===== src/rtl/hazard_ctrl_v2.sv =====
// Hazard, stall and flush controller for a 5-stage MIPS pipeline.
// Split I/D cache stalls, a replay latch for redirects that hit a blocked
// fetch, a multi-cycle mul/div busy tracker and saturating perf counters.
module hazard_ctrl_v2 #(
  parameter int ADDR_W        = 32,
  parameter int REG_W         = 5,
  parameter int MULDIV_CYCLES = 4,
  parameter int PERF_W        = 32
) (
  input  logic              clk,
  input  logic              rst_n,
  output logic              pc_write_en,
  output logic              pc_redirect,
  output logic [ADDR_W-1:0] pc_redirect_addr,
  input  logic [REG_W-1:0]  if_id_rs,
  input  logic [REG_W-1:0]  if_id_rt,
  input  logic              id_jump,
  input  logic [ADDR_W-1:0] id_jump_target,
  input  logic              id_is_muldiv,
  input  logic              id_reads_hilo,
  output logic              if_id_write_en,
  output logic              if_id_flush_en,
  input  logic [REG_W-1:0]  id_ex_rt,
  input  logic              id_ex_mem_read,
  input  logic              ex_branch_valid,
  input  logic              id_ex_pred_taken,
  input  logic              ex_branch_taken,
  input  logic [ADDR_W-1:0] ex_branch_target,
  input  logic [ADDR_W-1:0] ex_pc_plus4,
  input  logic              ex_muldiv_start,
  output logic              id_ex_write_en,
  output logic              id_ex_flush_en,
  input  logic              icache_stall,
  input  logic              dcache_stall,
  output logic              ex_mem_write_en,
  output logic              ex_mem_flush_en,
  output logic              mem_wb_write_en,
  output logic              muldiv_busy,
  input  logic              perf_clear,
  output logic [PERF_W-1:0] perf_stall_cycles,
  output logic [PERF_W-1:0] perf_mispredicts
);

  localparam int CNT_W = $clog2(MULDIV_CYCLES + 1);

  logic              pend_valid_q, pend_valid_d;
  logic [ADDR_W-1:0] pend_addr_q, pend_addr_d;
  logic [CNT_W-1:0]  muldiv_cnt_q, muldiv_cnt_d;
  logic [PERF_W-1:0] perf_stall_q, perf_stall_d;
  logic [PERF_W-1:0] perf_misp_q, perf_misp_d;
  logic              misp_taken;

  logic              mispredict;
  logic [ADDR_W-1:0] misp_target;
  logic              load_use;
  logic              muldiv_haz;

  assign mispredict  = ex_branch_valid && (ex_branch_taken != id_ex_pred_taken);
  assign misp_target = ex_branch_taken ? ex_branch_target : ex_pc_plus4;
  assign load_use    = id_ex_mem_read && (id_ex_rt != '0) &&
                       ((id_ex_rt == if_id_rs) || (id_ex_rt == if_id_rt));
  assign muldiv_busy = (muldiv_cnt_q != '0);
  assign muldiv_haz  = muldiv_busy && (id_is_muldiv || id_reads_hilo);

  assign perf_stall_cycles = perf_stall_q;
  assign perf_mispredicts  = perf_misp_q;

  // Prioritised stage control; a redirect that cannot fetch is parked in pend.
  always_comb begin
    pc_write_en      = 1'b1;
    pc_redirect      = 1'b0;
    pc_redirect_addr = '0;
    if_id_write_en   = 1'b1;
    if_id_flush_en   = 1'b0;
    id_ex_write_en   = 1'b1;
    id_ex_flush_en   = 1'b0;
    ex_mem_write_en  = 1'b1;
    ex_mem_flush_en  = 1'b0;
    mem_wb_write_en  = 1'b1;
    pend_valid_d     = pend_valid_q;
    pend_addr_d      = pend_addr_q;
    misp_taken       = 1'b0;
    if (!rst_n) begin
      pc_write_en     = 1'b0;
      if_id_write_en  = 1'b0;
      id_ex_write_en  = 1'b0;
      ex_mem_write_en = 1'b0;
      mem_wb_write_en = 1'b0;
      if_id_flush_en  = 1'b1;
      id_ex_flush_en  = 1'b1;
      ex_mem_flush_en = 1'b1;
    end else if (dcache_stall) begin
      // Whole pipe frozen; a mispredict in EX persists and is taken on release.
      pc_write_en     = 1'b0;
      if_id_write_en  = 1'b0;
      id_ex_write_en  = 1'b0;
      ex_mem_write_en = 1'b0;
      mem_wb_write_en = 1'b0;
    end else if (mispredict) begin
      misp_taken      = 1'b1;
      if_id_flush_en  = 1'b1;
      id_ex_flush_en  = 1'b1;
      ex_mem_flush_en = 1'b1;
      if (!icache_stall) begin
        pc_redirect      = 1'b1;
        pc_redirect_addr = misp_target;
        pend_valid_d     = 1'b0;
      end else begin
        pc_write_en  = 1'b0;
        pend_valid_d = 1'b1;
        pend_addr_d  = misp_target;
      end
    end else if (pend_valid_q) begin
      if_id_flush_en = 1'b1;
      if (icache_stall) begin
        pc_write_en = 1'b0;
      end else begin
        pc_redirect      = 1'b1;
        pc_redirect_addr = pend_addr_q;
        pend_valid_d     = 1'b0;
      end
    end else if (id_jump) begin
      if_id_flush_en = 1'b1;
      if (!icache_stall) begin
        pc_redirect      = 1'b1;
        pc_redirect_addr = id_jump_target;
      end else begin
        pc_write_en  = 1'b0;
        pend_valid_d = 1'b1;
        pend_addr_d  = id_jump_target;
      end
    end else if (icache_stall) begin
      pc_write_en    = 1'b0;
      if_id_write_en = 1'b0;
      id_ex_flush_en = 1'b1;
    end else if (load_use || muldiv_haz) begin
      pc_write_en    = 1'b0;
      if_id_write_en = 1'b0;
      id_ex_flush_en = 1'b1;
    end
  end

  // Mul/div countdown and saturating performance counters.
  always_comb begin
    muldiv_cnt_d = muldiv_cnt_q;
    if (ex_muldiv_start) begin
      muldiv_cnt_d = CNT_W'(MULDIV_CYCLES);
    end else if (muldiv_cnt_q != '0) begin
      muldiv_cnt_d = muldiv_cnt_q - 1'b1;
    end
    perf_stall_d = perf_stall_q;
    perf_misp_d  = perf_misp_q;
    if (perf_clear) begin
      perf_stall_d = '0;
      perf_misp_d  = '0;
    end else begin
      if (!pc_write_en && !(&perf_stall_q)) perf_stall_d = perf_stall_q + 1'b1;
      if (misp_taken && !(&perf_misp_q))    perf_misp_d  = perf_misp_q + 1'b1;
    end
  end

  // State registers with synchronous active-low reset.
  always_ff @(posedge clk) begin
    if (!rst_n) begin
      pend_valid_q <= 1'b0;
      pend_addr_q  <= '0;
      muldiv_cnt_q <= '0;
      perf_stall_q <= '0;
      perf_misp_q  <= '0;
    end else begin
      pend_valid_q <= pend_valid_d;
      pend_addr_q  <= pend_addr_d;
      muldiv_cnt_q <= muldiv_cnt_d;
      perf_stall_q <= perf_stall_d;
      perf_misp_q  <= perf_misp_d;
    end
  end

endmodule


===== config.mk =====
export PLATFORM = sky130hd
export DESIGN_NAME = hazard_ctrl_v2
export DESIGN_NICKNAME = d
export VERILOG_FILES = /design/src/rtl/hazard_ctrl_v2.sv
export SDC_FILE = /design/constraint.sdc
export NUM_CORES = 1
export LEC_CHECK = 0
export BUFFER_PORTS_ARGS = -buffer_cell sky130_fd_sc_hd__buf_4
export CELL_PAD_IN_SITES_DETAIL_PLACEMENT = 2
export CELL_PAD_IN_SITES_GLOBAL_PLACEMENT = 2
export CORE_MARGIN = 1.5
export CORE_UTILIZATION = 26
export CTS_CLUSTER_DIAMETER = 120
export DETAILED_ROUTE_END_ITERATION = 16
export GPL_ROUTABILITY_DRIVEN = 0
export PLACE_DENSITY_LB_ADDON = 0.1
export SLEW_MARGIN = 20
export SYNTH_ARGS = -nofsm -noshare
export SYNTH_HDL_FRONTEND = slang
export SYNTH_SLANG_ARGS = --single-unit
export TNS_END_PERCENT = 10

===== constraint.sdc =====
create_clock -name clk -period 3.4 [get_ports clk]
set_input_delay 0.68 -clock clk [delete_from_list [all_inputs] [get_ports clk]]
set_output_delay 0.68 -clock clk [all_outputs]
set_load 0.05 [all_outputs]

-- Word-level counts from Yosys, hierarchy flattened
Index checks and enable logic that the tools add are counted.
W data, S select, Z words.
- flip-flop bits (word level): 100
- latch bits: 0
- memory bits (writable): 0
- memory bits (read-only): 0
- bits of input ports: 124
- output and inout port bits: 106
- word-level logic and storage cells: 94
- memories: 0
- $add $sub $neg: 3
- multiply operators: 0
- div/mod/pow operators: 0
- $lt $le $gt $ge: 0
- equal/unequal tests: 5
- shift operators: 0
- multiplexer cells: 56
- bitwise gates (word level): 2
- reductions and logical operators: 22
- operator list (operator ; count):
    $mux W32 ; 14
    $add A32 B1 Y32 const B ; 2
    $reduce_and A32 Y1 ; 2
    $mux W1 ; 40
    $eq A5 B5 Y1 ; 2
    $logic_and A1 B1 Y1 ; 6
    $mux W3 ; 2
    $reduce_bool A2 Y1 ; 3
    $reduce_and A5 Y1 ; 1
    $reduce_bool A5 Y1 ; 1
    $reduce_or A2 Y1 ; 2
    $logic_not A1 Y1 ; 3
    $logic_or A1 B1 Y1 ; 3
    $reduce_bool A3 Y1 ; 1
    $sub A3 B1 Y3 const B ; 1
    $ne A2 B1 Y1 const B ; 1
    $ne A2 B2 Y1 const B ; 1
    $not A1 Y1 ; 2
    $ne A1 B1 Y1 ; 1

-- Depth between registers and ports, before layout
- word-level depth: 13
- mapped depth: 11
- depth with buffers taken out: 9

-- Worst setup path after synthesis
OpenSTA, ideal clock, no wires.
- kind: input port to output port
- start: in ex_branch_taken
- end: out pc_redirect_addr[10]
- arrival time: 3101 ps
- slack: -381 ps
- stages: 8
- path buffers: 4
- cell sequence: buf_6 > xor2_1 > nand2_1 > clkbuf_1 > buf_1 > clkbuf_1 > a31oi_1 > o21ai_0
- cells in the longest elaborated chain, start to end: 5
- ends and longest elaborated chain (what ; line ; source):
    start, declared ; 27 ; input logic ex_branch_taken,
    $mux W32 or $ne A1 B1 Y1 (tied branches) ; 59, 58 ;
    $mux W32 or $logic_and A1 B1 Y1 (tied branches) ; 104, 58 ;
    $mux W32 (*) ; 99 ; end else if (mispredict) begin
    $mux W32 (*) ; 92 ; end else if (dcache_stall) begin
    $mux W32 (*) ; 83 ; if (!rst_n) begin
    end, declared ; 14 ; output logic [ADDR_W-1:0] pc_redirect_addr,
Mark *: on every way between the ends. The rest lies on a longest branch, timed or not.

-- Worst setup path after layout
- start: in id_ex_pred_taken
- end: out pc_redirect_addr[9]
- cells in the longest elaborated chain, start to end: 5
- ends and longest elaborated chain (what ; line ; source):
    start, declared ; 26 ; input logic id_ex_pred_taken,
    $ne A1 B1 Y1 ; 58 ; assign mispredict = ex_branch_valid && (ex_branch_taken != id_ex_pred_taken);
    $logic_and A1 B1 Y1 ; 58 ;
    $mux W32 ; 99 ;
    $mux W32 ; 92 ;
    $mux W32 ; 83 ;
Every way passes these cells.

==> impl_metrics.env <==
export IMPL_setup_viol=0
export IMPL_track_usage_pct=18.1
export IMPL_layout_drive_gt1_share_pct=26.6
export IMPL_crit_type="input port to output pin"
export IMPL_final_cells=1282
export IMPL_vdd_drop_max_uv=222
export IMPL_period_minus_slack_ps=3150
export IMPL_avgSynthCellArea_um2=7.41
export IMPL_dp_hpwl_mm=15.9
export IMPL_cts_resized=0
export IMPL_fmax_mhz=318
export IMPL_place_area_mm2=0.00790
export IMPL_hold_buffers=0
export IMPL_vias=6383
export IMPL_yosys_register_bits=100
export IMPL_crit_path_end_kind="output pin"
export IMPL_grt_pass1_wl_mm=34.6
export IMPL_worstPathRequired_ps=2720
export IMPL_port_buffers=229
export IMPL_cts_setup_buffers=0
export IMPL_overflow=0
export IMPL_grt_max_degree=65
export IMPL_drt_wl_total_mm=21.5
export IMPL_antenna_found_initial=0
export IMPL_fin_area_mm2=0.00821
export IMPL_synthFlopType="dfxtp_1"
export IMPL_drc_errors=0
export IMPL_antenna_left=0
export IMPL_status="finished clean"
export IMPL_cts_buffers_inserted=9
export IMPL_ys_types=42
export IMPL_cts_tree="yes"
export IMPL_n_antenna_cell=0
export IMPL_viasPerCell=4.98
export IMPL_cts_root_buf="clkbuf_16"
export IMPL_synth_area_mm2=0.00591
export IMPL_clk_pin_slew_ps=70
export IMPL_place_inst=1266
export IMPL_start_util_pct=26.8
export IMPL_leakage_nw=3.39
export IMPL_wl_met1_mm=9.87
export IMPL_powerDensity_mw_per_mm2=346
export IMPL_netlist_top_cells_area="dfxtp_1 (34%), xor2_1 (8.3%), nand2_1 (7.9%)"
export IMPL_cts_sinks=100
export IMPL_io_pins=230
export IMPL_rsz0062_at_grt="false"
export IMPL_top_layer_used="met4"
export IMPL_route_met3_wl_um=871
export IMPL_dieHeight_um=154
export IMPL_cts_buffer_depth=2
export IMPL_slew_violations=0
export IMPL_synth_common_cells="nand2_1 (125), nor2_1 (108), dfxtp_1 (100)"
export IMPL_drt_initial_drc_count=199
export IMPL_synth_edf_count=0
export IMPL_tightest_slew_ps=987
export IMPL_synthCells=798
export IMPL_cts_max_level=3
export IMPL_yosysTopAreaCellShare_pct=33.9
export IMPL_cp_start_kind="input port"
export IMPL_firstDrtPassIters=4
export IMPL_synthArstFlopShare_pct=0
export IMPL_row_count=54
export IMPL_finalHoldViolations=0
export IMPL_wl_per_cell_um=16.8
export IMPL_path_max_fanout=54
export IMPL_coreArea_mm2=0.0221
export IMPL_hold_class="register to register"
export IMPL_yosys_warnings=0
export IMPL_yosysMostFrequentCell="nand2_1"
export IMPL_worstPathArrival_ps=2470
export IMPL_die_area_mm2=0.0237
export IMPL_maxCapViolCount=0
export IMPL_fillers=2607
export IMPL_fin_worst_skew_ps=13.2
export IMPL_grt_pass1_vias=6627
export IMPL_syn_to_final_growth_pct=38.8
export IMPL_final_nets=1126
export IMPL_yosysTopAreaCell="dfxtp_1"
export IMPL_wl_met2_mm=10.7
export IMPL_ys_seq_area_share_pct=33.9
export IMPL_clkLatencyLatePin_ps=360
export IMPL_slew_headroom_pct=33.7
export IMPL_syn_nets=927
export IMPL_fin_crit_sh_pct=92.6
export IMPL_chipWidth_um=154
[power breakdown]
group	switching (mW)	internal (mW)	total (mW)
clock network	0.515	0.585	1.10
logic	0.311	0.221	0.532
registers	0.0158	1.19	1.21
total	0.842	2.00	2.84
[placed cells by master (no fill, tap or decap), types with 17 or more instances in the layout]
| cell | n |
|---|---|
| nand2_1 | 125 |
| a21boi_0 | 18 |
| xor2_1 | 56 |
| buf_4 | 240 |
| a21oi_1 | 26 |
| mux2i_1 | 33 |
| and3_1 | 17 |
| nor2_1 | 108 |
| nand4_1 | 22 |
| o211ai_1 | 18 |
| dfxtp_1 | 99 |
| and2_1 | 21 |
| o21ai_0 | 64 |
| nand3_1 | 29 |
[layout make-up]
class	count	area (µm²)	area share, %
clock inverter	7	83.8	1.02
clock buffer	9	225	2.74
multi-input combinational	635	3670	44.7
sequential	100	2000	24.4
inverter	9	33.8	0.412
timing repair buffer	242	1840	22.4
tap	280	350	4.27
[routing by layer]
metal,vias to the layer above,track usage [%]
li1,3131,-
met2,126,32.6
met4,0,2.50
met5,-,0
met1,3115,22.4
met3,11,3.97
[registers in the layout (all words and copies together) (netlist names)]
register and cells:
pend_valid_q 1, perf_stall_cycles 32, perf_mispredicts 32, pend_addr_q 32, muldiv_cnt_q 3
[worst paths after layout]
kind,to,slack [ps],cells past startpoint,start
worst min register to register,pend_addr_q[2],470,2,pend_addr_q[2]
worst min-delay path,pend_addr_q[2],470,2,pend_addr_q[2]
worst max-delay path,pc_redirect_addr[9],250,7,id_ex_pred_taken
worst max register to register,perf_mispredicts[5],800,8,perf_mispredicts[0]
[logic make-up after synthesis]
logic type,synth area share (%)
xor gates and xnor gates,10.1
DFF,33.9
buffers and inverters,4.27
and+or+nand+nor,29.3
muxes,5.59
adders and majority gates,1.06
AOI/OAI and AO/OA,15.9
[metrics by stage]
step | hold WS [ps] | setup slack [ps] | utilization [%] | TNS, ps | power, mW
finish | 470 | 252 | 37.1 | 0 | 2.84
global placement | 449 | 206 | 35.7 | 0 | 1.77
floorplan | 441 | -104 | - | -433 | 1.54
CTS | 476 | 135 | 37.1 | 0 | 2.90
global route | 503 | 61.7 | 37.1 | 0 | 2.99
detailed placement | 465 | 133 | 35.7 | 0 | 1.78
[critical path, stage by stage]
cell and delay (ps):
buf_4 110, xor2_1 260, and2_2 260, buf_4 460, o21ai_0 240, nor2_1 210, buf_4 230
Power figures use the tool's default switching activity.
